### src/rtl/div_if.sv
`timescale 1ns/1ps
`default_nettype none
// ============================================================================
//  Module      : div_if
//  Description : Request/response bundle between the EX stage (master) and
//                the multi-cycle integer divider (slave).
//  Revision    : 1.0 - initial release
// ============================================================================
interface div_if #(
    parameter int DATA_W = 32
);
    logic                  start;
    logic                  is_signed;
    logic [DATA_W-1:0]     a;
    logic [DATA_W-1:0]     b;
    logic                  cancel;
    logic                  busy;
    logic                  result_valid;
    logic [2*DATA_W-1:0]   result;

    modport master (
        output start, is_signed, a, b, cancel,
        input  busy, result_valid, result
    );

    modport slave (
        input  start, is_signed, a, b, cancel,
        output busy, result_valid, result
    );
endinterface
`default_nettype wire

### src/rtl/div_unit.sv
`timescale 1ns/1ps
`default_nettype none
// ============================================================================
//  Module      : div_unit
//  Description : Radix-2 restoring integer divider for DIV/DIVU. Returns
//                {remainder, quotient} in HI/LO layout. One quotient bit per
//                clock, then a single sign-correction cycle.
//  Options     : DIV_ZERO_FAST_EN - when defined, a zero divisor skips the
//                iteration phase and goes straight to sign correction.
//  Revision    : 1.0 - initial release
// ============================================================================
module div_unit #(
    parameter int DATA_W = 32
) (
    input  logic clk,
    input  logic rst,
    div_if.slave bus
);

    localparam int                CNT_W       = $clog2(DATA_W) + 1;
    localparam logic [CNT_W-1:0]  c_LAST_STEP = CNT_W'(DATA_W - 1);

    typedef enum logic [1:0] {
        S_IDLE = 2'd0,
        S_CALC = 2'd1,
        S_SIGN = 2'd2,
        S_DONE = 2'd3
    } state_t;

    state_t               r_state;
    state_t               w_state_nxt;
    logic                 w_accept;
    logic                 w_busy;
    logic                 w_valid;

    // Operand magnitudes and sign bookkeeping captured with start
    logic [DATA_W-1:0]    r_rem;
    logic [DATA_W-1:0]    r_quo;
    logic [DATA_W-1:0]    r_div;
    logic [CNT_W-1:0]     r_cnt;
    logic                 r_neg_q;
    logic                 r_neg_r;
    logic [2*DATA_W-1:0]  r_result;

    logic                 w_a_neg;
    logic                 w_b_neg;
    logic [DATA_W-1:0]    w_a_mag;
    logic [DATA_W-1:0]    w_b_mag;
    logic [DATA_W:0]      w_upper;
    logic [DATA_W:0]      w_trial;
    logic                 w_trial_neg;
    logic [DATA_W-1:0]    w_q_fix;
    logic [DATA_W-1:0]    w_r_fix;

`ifdef DIV_ZERO_FAST_EN
    logic                 w_b_zero;
    assign w_b_zero = (bus.b == '0);
`endif

    // Magnitudes are only taken for signed requests; DIVU uses raw operands
    assign w_a_neg = bus.is_signed & bus.a[DATA_W-1];
    assign w_b_neg = bus.is_signed & bus.b[DATA_W-1];
    assign w_a_mag = w_a_neg ? -bus.a : bus.a;
    assign w_b_mag = w_b_neg ? -bus.b : bus.b;

    // Restoring step. The partial remainder is always below the divisor, so
    // the shifted value is below 2*divisor and a DATA_W+1 bit difference
    // has an unambiguous sign bit.
    assign w_upper     = {r_rem, r_quo[DATA_W-1]};
    assign w_trial     = w_upper - {1'b0, r_div};
    assign w_trial_neg = w_trial[DATA_W];

    // Sign correction applied in the SIGN state
    assign w_q_fix = r_neg_q ? -r_quo : r_quo;
    assign w_r_fix = r_neg_r ? -r_rem : r_rem;

    // State register
    always_ff @(posedge clk or posedge rst) begin
        if (rst) begin
            r_state <= S_IDLE;
        end else begin
            r_state <= w_state_nxt;
        end
    end

    // Next-state decode and status outputs; cancel overrides everything
    always_comb begin
        w_state_nxt = r_state;
        w_accept    = 1'b0;
        w_busy      = 1'b0;
        w_valid     = 1'b0;
        case (r_state)
            S_IDLE, S_DONE: begin
                w_valid     = (r_state == S_DONE);
                w_state_nxt = S_IDLE;
                if (bus.start) begin
                    w_accept    = 1'b1;
                    w_state_nxt = S_CALC;
`ifdef DIV_ZERO_FAST_EN
                    if (w_b_zero) begin
                        w_state_nxt = S_SIGN;
                    end
`endif
                end
            end
            S_CALC: begin
                w_busy = 1'b1;
                if (r_cnt == c_LAST_STEP) begin
                    w_state_nxt = S_SIGN;
                end
            end
            S_SIGN: begin
                w_busy      = 1'b1;
                w_state_nxt = S_DONE;
            end
            default: begin
                w_state_nxt = S_IDLE;
            end
        endcase
        if (bus.cancel) begin
            w_accept    = 1'b0;
            w_state_nxt = S_IDLE;
        end
    end

    // Operand capture, iteration datapath and result load
    always_ff @(posedge clk or posedge rst) begin
        if (rst) begin
            r_rem    <= '0;
            r_quo    <= '0;
            r_div    <= '0;
            r_cnt    <= '0;
            r_neg_q  <= 1'b0;
            r_neg_r  <= 1'b0;
            r_result <= '0;
        end else begin
            if (w_accept) begin
                r_neg_q <= w_a_neg ^ w_b_neg;
                r_neg_r <= w_a_neg;
                r_div   <= w_b_mag;
                r_cnt   <= '0;
`ifdef DIV_ZERO_FAST_EN
                if (w_b_zero) begin
                    // Same magnitudes the full iteration would produce
                    r_rem <= w_a_mag;
                    r_quo <= '1;
                end else begin
                    r_rem <= '0;
                    r_quo <= w_a_mag;
                end
`else
                r_rem <= '0;
                r_quo <= w_a_mag;
`endif
            end else if ((r_state == S_CALC) && !bus.cancel) begin
                r_rem <= w_trial_neg ? w_upper[DATA_W-1:0] : w_trial[DATA_W-1:0];
                r_quo <= {r_quo[DATA_W-2:0], ~w_trial_neg};
                r_cnt <= r_cnt + CNT_W'(1);
            end
            if ((r_state == S_SIGN) && !bus.cancel) begin
                r_result <= {w_r_fix, w_q_fix};
            end
        end
    end

    assign bus.busy         = w_busy;
    assign bus.result_valid = w_valid;
    assign bus.result       = r_result;

endmodule
`default_nettype wire

### src/flat_wrapper.sv
// flat-port wrapper written by rule: the top's interface ports become plain ports
module div_unit_flat 
#(
    parameter int DATA_W = 32
)
  (clk, rst, bus_start, bus_is_signed, bus_a, bus_b, bus_cancel, bus_busy, bus_result_valid, bus_result);
  div_if #(.DATA_W(DATA_W)) bus_i ();
  input  logic clk;
  input  logic rst;
  input wire logic [$bits(bus_i.start)-1:0] bus_start;
  input wire logic [$bits(bus_i.is_signed)-1:0] bus_is_signed;
  input wire logic [$bits(bus_i.a)-1:0] bus_a;
  input wire logic [$bits(bus_i.b)-1:0] bus_b;
  input wire logic [$bits(bus_i.cancel)-1:0] bus_cancel;
  output wire logic [$bits(bus_i.busy)-1:0] bus_busy;
  output wire logic [$bits(bus_i.result_valid)-1:0] bus_result_valid;
  output wire logic [$bits(bus_i.result)-1:0] bus_result;
  assign bus_i.start = bus_start;
  assign bus_i.is_signed = bus_is_signed;
  assign bus_i.a = bus_a;
  assign bus_i.b = bus_b;
  assign bus_i.cancel = bus_cancel;
  assign bus_busy = bus_i.busy;
  assign bus_result_valid = bus_i.result_valid;
  assign bus_result = bus_i.result;
  div_unit #(.DATA_W(DATA_W)) u_core (.clk(clk), .rst(rst), .bus(bus_i));
endmodule
### config.mk
export PLATFORM = sky130hd
export DESIGN_NAME = div_unit_flat
export DESIGN_NICKNAME = d
export VERILOG_FILES = /design/src/rtl/div_if.sv /design/src/rtl/div_unit.sv /design/src/flat_wrapper.sv
export SDC_FILE = /design/constraint.sdc
export NUM_CORES = 1
export LEC_CHECK = 0
export ABC_AREA = 1
export BUFFER_PORTS_ARGS = -buffer_cell sky130_fd_sc_hd__buf_4
export CAP_MARGIN = 40
export CORE_ASPECT_RATIO = 0.7
export CORE_MARGIN = 2
export CORE_UTILIZATION = 55
export DETAILED_ROUTE_END_ITERATION = 6
export HOLD_SLACK_MARGIN = 0.05
export PLACE_DENSITY = 0.8
export SLEW_MARGIN = 20
export SYNTH_ARGS = -nofsm -noshare
export SYNTH_HDL_FRONTEND = slang
export SYNTH_SLANG_ARGS = --single-unit
export TNS_END_PERCENT = 5
### constraint.sdc
create_clock -name clk -period 6.6 [get_ports clk]
set_input_delay 0 -clock clk [delete_from_list [all_inputs] [get_ports clk]]
set_output_delay 0 -clock clk [all_outputs]
set_load 0.1 [all_outputs]
---- Yosys cells after proc, flatten, opt, wreduce, memory -nomap -nowiden ----
Cells that the tools add are included.
storage, ports and cells
  memory bits (writable) .................. 0
  bits of input ports ..................... 69
  latch bits .............................. 0
  ROM bits ................................ 0
  memories ................................ 0
  bits in registers ....................... 170
operators by class
  bitwise logic cells ..................... 4
  reductions and logical operators ........ 7
  magnitude comparators ................... 0
  $add $sub $neg .......................... 6
  divide/modulo/power cells ............... 0
  mux-type cells .......................... 20
  multipliers ............................. 0
  shift-type cells ........................ 0
  equality and inequality tests ........... 5
operators by type and width
  cell                                                   number
  two-way mux 32 bit                                     9
  negator 32 bit                                         4
  subtractor 33 x 32 -> 33 bit                           1
  two-way mux 6 bit                                      2
  adder 6 x 1 -> 6 bit, second input constant            1
  equality test 6 x 5 -> 1 bit, second input constant    1
  two-way mux 1 bit                                      6
  one-hot mux 2 bit (3 select lines)                     1
  equality test 2 bit, second input constant             2
  two-way mux 2 bit                                      2
  OR reduction 2 bit                                     2
  inequality test 3 x 2 -> 1 bit, second input constant  1
  bitwise AND 1 bit                                      2
  equality test 2 x 1 -> 1 bit, second input constant    1
  logical AND 1 bit                                      2
  logical NOT 2 bit                                      1
  nonzero test 2 bit                                     1
  logical NOT 1 bit                                      1
  NOT 1 bit                                              1
  bitwise XOR 1 bit                                      1

---- Longest topological paths before layout ----
  word-level depth ........................ 5
  mapped depth ............................ 18
  depth with buffers taken out ............ 17

---- Least setup slack after synthesis ----
Ideal clock, no wire load.
  kind .................................... reg-to-reg
  start ................................... reg u_core.r_quo[31]
  end ..................................... reg u_core.r_rem[10]
  path slack .............................. 4.400 ns
  data arrival time ....................... 2.082 ns
  clock period less this slack ............ 2.200 ns
  stages on the path, launching flop included .. 19
  library setup time ...................... 0.118 ns
  buffers on the path ..................... 1
  cell sequence ........................... dfrtp_1 inv_1 ha_1 fa_1 inv_1 nand2_1 nand2_1 nand3_1 nand2_2 nand2_1 nand2_2 nand2_4 nand2_4 nand2_4 nand2_4 buf_6 nand2_1 nand3_1 nand2_1
on the way
  cells in the longest elaborated chain, start to end .. 4
RTL lines
  item                          RTL line         text
  start: declaration            div_unit.sv:38   logic [DATA_W-1:0] r_quo;
  start signal: assignment      div_unit.sv:153  r_quo <= w_a_mag;
  start signal: assignment      div_unit.sv:157  r_quo <= {r_quo[DATA_W-2:0], ~w_trial_neg};
  subtractor 33 x 32 -> 33 bit  div_unit.sv:70   assign w_trial = w_upper - {1'b0, r_div};
  two-way mux 32 bit            div_unit.sv:156  r_rem <= w_trial_neg ? w_upper[DATA_W-1:0] : w_trial[DATA_W-1:0];
  two-way mux 32 bit            div_unit.sv:155  end else if ((r_state == S_CALC) && !bus.cancel) begin
  two-way mux 32 bit            div_unit.sv:137  if (w_accept) begin
  end signal: assignment        div_unit.sv:156
  end: declaration              div_unit.sv:37   logic [DATA_W-1:0] r_rem;
No other way between the ends. The select of a mux whose other input is x is not followed.
A chain may end at the register's enable or synchronous reset.

---- Worst setup path in the final report ----
  start ................................... reg u_core.r_state[0]
  end ..................................... reg u_core.r_quo[19]
on the way
  cells in the longest elaborated chain, start to end .. 5
  elaborated cells between the ends (all ways) .. 9
RTL lines
  item                                                             RTL line         text
  start: declaration                                               div_unit.sv:30   state_t r_state;
  start signal: assignment                                         div_unit.sv:82   r_state <= w_state_nxt;
  equality test 2 bit / logical NOT 2 bit (equally long branches)  div_unit.sv:92   case (r_state)
  OR reduction 2 bit                                               div_unit.sv:92
  two-way mux 1 bit                                                div_unit.sv:92
  two-way mux 1 bit                                                div_unit.sv:120  if (bus.cancel) begin
  two-way mux 32 bit / nonzero test 2 bit (equally long branches)  n/a
Several ways; a longest one is shown, not always the timed one.

==> key figures <==
Worst setup path
  – Crit-path most repeated cell: inv_1
  – Worst reg2reg path depth: 11
  – Slowest cell on crit path: inv_1
  – Kind of critical path: flip-flop to flip-flop
  – Worst setup SP type: flip-flop
  – WP data required: 6920 ps
  – Crit Reg-Reg Endpoint: u_core.r_quo[19]$_DFFE_PP0P_
  – Setup crit end kind: flip-flop
  – Worst R2R Setup Slack: 2560 ps
  – Crit-path max cell delay: ~700 ps
  – Worst path cell trace: inv_1, ha_1, nand3_2, inv_2, buf_12, nor2_2, buf_4, inv_1, o22ai_1, o21bai_1, dlygate4sd3_1
  – Crit-path max FO: 36
  – Reg-to-reg startpoint: u_core.r_state[0]$_DFFE_PP0P_
  – Critical Path AT: 4350 ps

Synthesis
  – Netlist cell types: 39
  – Post-Syn Area: 13,100 um2
  – Synthesized instance count: around 2k
  – Mapped Nets: 2,160
  – Register area share after synthesis: 0.325
  – Post-synth EDFFs: 0
  – Ys flop type: dfrtp_1
  – Synth Area in Adders: 0.0398
  – Proportion of synthesized area in mux cells: 0
  – Register bit total from synthesis: 170
  – Post-synthesis xor/xnor area fraction: 0.0482
  – Synth warnings: 0
  – Synth Area in Compound Gates: 0.102
  – Synthesized area per cell: 6.38 um2
  – Simple-gate share of the synthesized area: 0.378
  – Share of synthesized flip-flops with an asynchronous set or reset: 1.00
  – Largest family of logic cells by synthesized area: simple AND/OR/NAND/NOR gates

Floorplan
  – Site Rows: 47
  – Die Span X: 188 um
  – Die H: 133 um
  – Initial Util: 0.556
  – CORE AREA: 23,500 um2
  – Die Area: 25,100 um2
  – # IOs: 135

STA
  – Fin worst setup slack: 2560 ps
  – Setup TNS: 0 ps
  – WHS: 74.9 ps
  – Period minus WS final: 4040 ps
  – Final Max Tran Viols: 0
  – Max Clock Freq: roughly 250 MHz
  – Post-Route Skew: about 11 ps
  – Final Hold Vio Count: 0
  – Tightest Pin Transition: around 860 ps
  – Final period util: 0.611
  – # setup viols final: 0
  – Slew headroom: 0.428
  – RSZ-0062 raised after global routing: no

Global route
  – Vias in the first global route: 12.9k
  – First-pass GRT wire length: 70,900 um
  – Total gr overflow: 0
  – Initial antenna violation count: 1
  – All-layer global routing usage: 0.363
  – Largest net degree at the start of global routing: 80

Final layout
  – P&R area growth vs syn: 20.2%
  – N_diodes: 0
  – Layout Nets: 2,335
  – Share of layout cells above drive strength 1: 0.0966
  – Post-layout util: 0.669

Drt
  – DRT antenna net count: 0
  – WL per Instance: 17.6 um
  – 1st-pass router iterations: 5
  – DR iter-0 viols: 1,788
  – Total wire length: around 45,000 um
  – Vias: 14.2k
  – Avg Vias per Cell: about 5.6
  – Drt drc: 0

Clocking
  – TritonCTS clock tree: yes
  – Clock sinks: 170
  – Setup bufs post-CTS: 0
  – CTS resizes: 0
  – Clock Path Buffers: 2
  – CTS root buf: clkbuf_16
  – H-tree depth: 4
  – Clk_lat worst skew: 440 ps
  – Clk pin slew, worst setup/hold paths: 70 ps
  – CTS Buf Count: 17

Worst hold path
  – Hold Crit Depth: 5
  – Hold EP: u_core.r_quo[2]$_DFFE_PP0P_
  – Hold_sp: bus_a[2]
  – Hold crit path type: input pin to flip-flop

Pwr
  – Int Pwr: about 3.0 mW
  – PnR Total Power: 6.88 mW
  – P_sw: about 4 mW
  – Clock network fraction of total power: 0.140
  – Sequential power share: 0.260
  – Power Density: 438 nW/um2
  – Sw Share: 0.571
  – Max VDD drop: 0.000446 V
  – Combinational power share: 0.600
  – LEAKAGE: 8.40 nW

Placed design
  – Routability congestion estimate: a little under 1
  – DPL Wire Length: 34,800 um
  – Worst slack, placed: approximately 3300 ps
  – Buffers on Ports: 134

Run status
  – Status: completed

Run
  – Max Cap Violations: 0
-- repair_timing --
item                                   CTS  global route
setup endpoints to repair                0             0
hold buffers                            69             0
endpoints found under the hold margin  160             0
-- per-layer routing --
layer	track usage	vias to the layer above	wire [um]
met4	0.0525	0	431
met5	0	-	0
met1	0.571	6643	21800
met2	0.503	663	17700
li1	-	6883	-
met3	0.0963	33	4990
-- sequential cells by signal (all words and copies together) (netlist names) --
signal / flops
u_core.r_neg_q: 1
u_core.r_state: 2
u_core.r_rem: 32
u_core.r_neg_r: 1
u_core.r_quo: 32
u_core.r_cnt: 6
u_core.bus.result: 64
u_core.r_div: 32
-- metrics by stage --
stage	instances	instance area, um2
final	2555	15700
after global routing	2555	15700
after CTS	2554	15700
after detailed placement	2454	14500
after global placement	2447	14300
after floorplan	2050	13100
-- how the worst max path moves through the flow --
stage	start	endpoint	slack [ps]
final	u_core.r_state[0]$_DFFE_PP0P_	u_core.r_quo[19]$_DFFE_PP0P_	2560
after global routing	u_core.r_state[0]$_DFFE_PP0P_	u_core.r_quo[19]$_DFFE_PP0P_	2350
after CTS	u_core.r_state[0]$_DFFE_PP0P_	u_core.r_quo[19]$_DFFE_PP0P_	2720
after detailed placement	u_core.r_state[0]$_DFFE_PP0P_	u_core.r_quo[23]$_DFFE_PP0P_	3250
after global placement	u_core.r_state[0]$_DFFE_PP0P_	u_core.r_quo[26]$_DFFE_PP0P_	2700
after floorplan	rst	u_core.bus.result[0]$_DFFE_PP0P_	2000
-- cells by family (layout without fill, tap and decap cells) --
kind of cell | count (synthesis) | count (layout)
buffers and inverters | 365 | 552
adders and majority gates | 41 | 41
AOI/OAI and AO/OA | 229 | 229
DFF | 170 | 170
xor gates and xnor gates | 72 | 72
and+or+nand+nor | 1173 | 1173
-- critical path: cells and delay by family, from the launching register on --
kind,cells,cell delay [ps]
AND/OR/NAND/NOR,2,380
AO/OA/AOI/OAI,2,410
flip-flops,1,410
buffers and inverters,6,2390
adder cells (fa/ha/maj),1,300
-- layout by cell type, fill, tap and decap left out, types with 21 or more instances in the layout --
cell type,count
a21oi_1,43
a31oi_1,24
buf_4,139
dfrtp_1,170
dlygate4sd3_1,69
ha_1,40
inv_1,292
nand2_1,646
nand3_1,216
nand4_1,29
nor2_1,213
nor3_1,21
o21ai_0,105
xor2_1,59
-- power groups by stage --
stage / sequential (mW) / clock [mW] / combinational [mW]
after floorplan: 2.91 / 0 / 1.72
after global placement: 1.79 / 0 / 3.89
after detailed placement: 1.80 / 0 / 3.97
after CTS: 1.79 / 0.964 / 4.03
after global routing: 1.82 / 1.01 / 4.40
final: 1.79 / 0.967 / 4.13
-- area by class of cell --
type | count | area (um2)
fillers | 2069 | 7800
multi-input cells | 1515 | 7440
flip-flops and latches | 170 | 4250
repair buffers | 216 | 1930
inverters | 305 | 1150
clock buffers | 18 | 439
well taps | 318 | 398
clock inverters | 13 | 116
-- Yosys cell counts, types with 4 or more instances --
cell type  number  share of area
o22ai_1         9         0.0043
a21oi_1        43          0.016
o21bai_1       13         0.0075
xor2_1         59          0.039
buf_2           7         0.0027
xnor2_1        13         0.0087
nor3_1         21         0.0080
o21ai_0       105          0.040
inv_1         293          0.084
nor2_1        213          0.061
clkbuf_1       44          0.013
nor2_2          7         0.0033
o221ai_1       18          0.012
nand3_1       216          0.083
nand3b_1       17         0.0098
inv_2          10         0.0029
o211ai_1        6         0.0034
dfrtp_1       170           0.33
nand2_1       647           0.19
or2_2           6         0.0029
ha_1           40          0.038
nand4_1        29          0.014
a31oi_1        24          0.011
nor4_1          4         0.0019
buf_1           7         0.0020
nand2_2         4         0.0019
nand2_4         4         0.0034
Power figures use the tool's default switching activity.
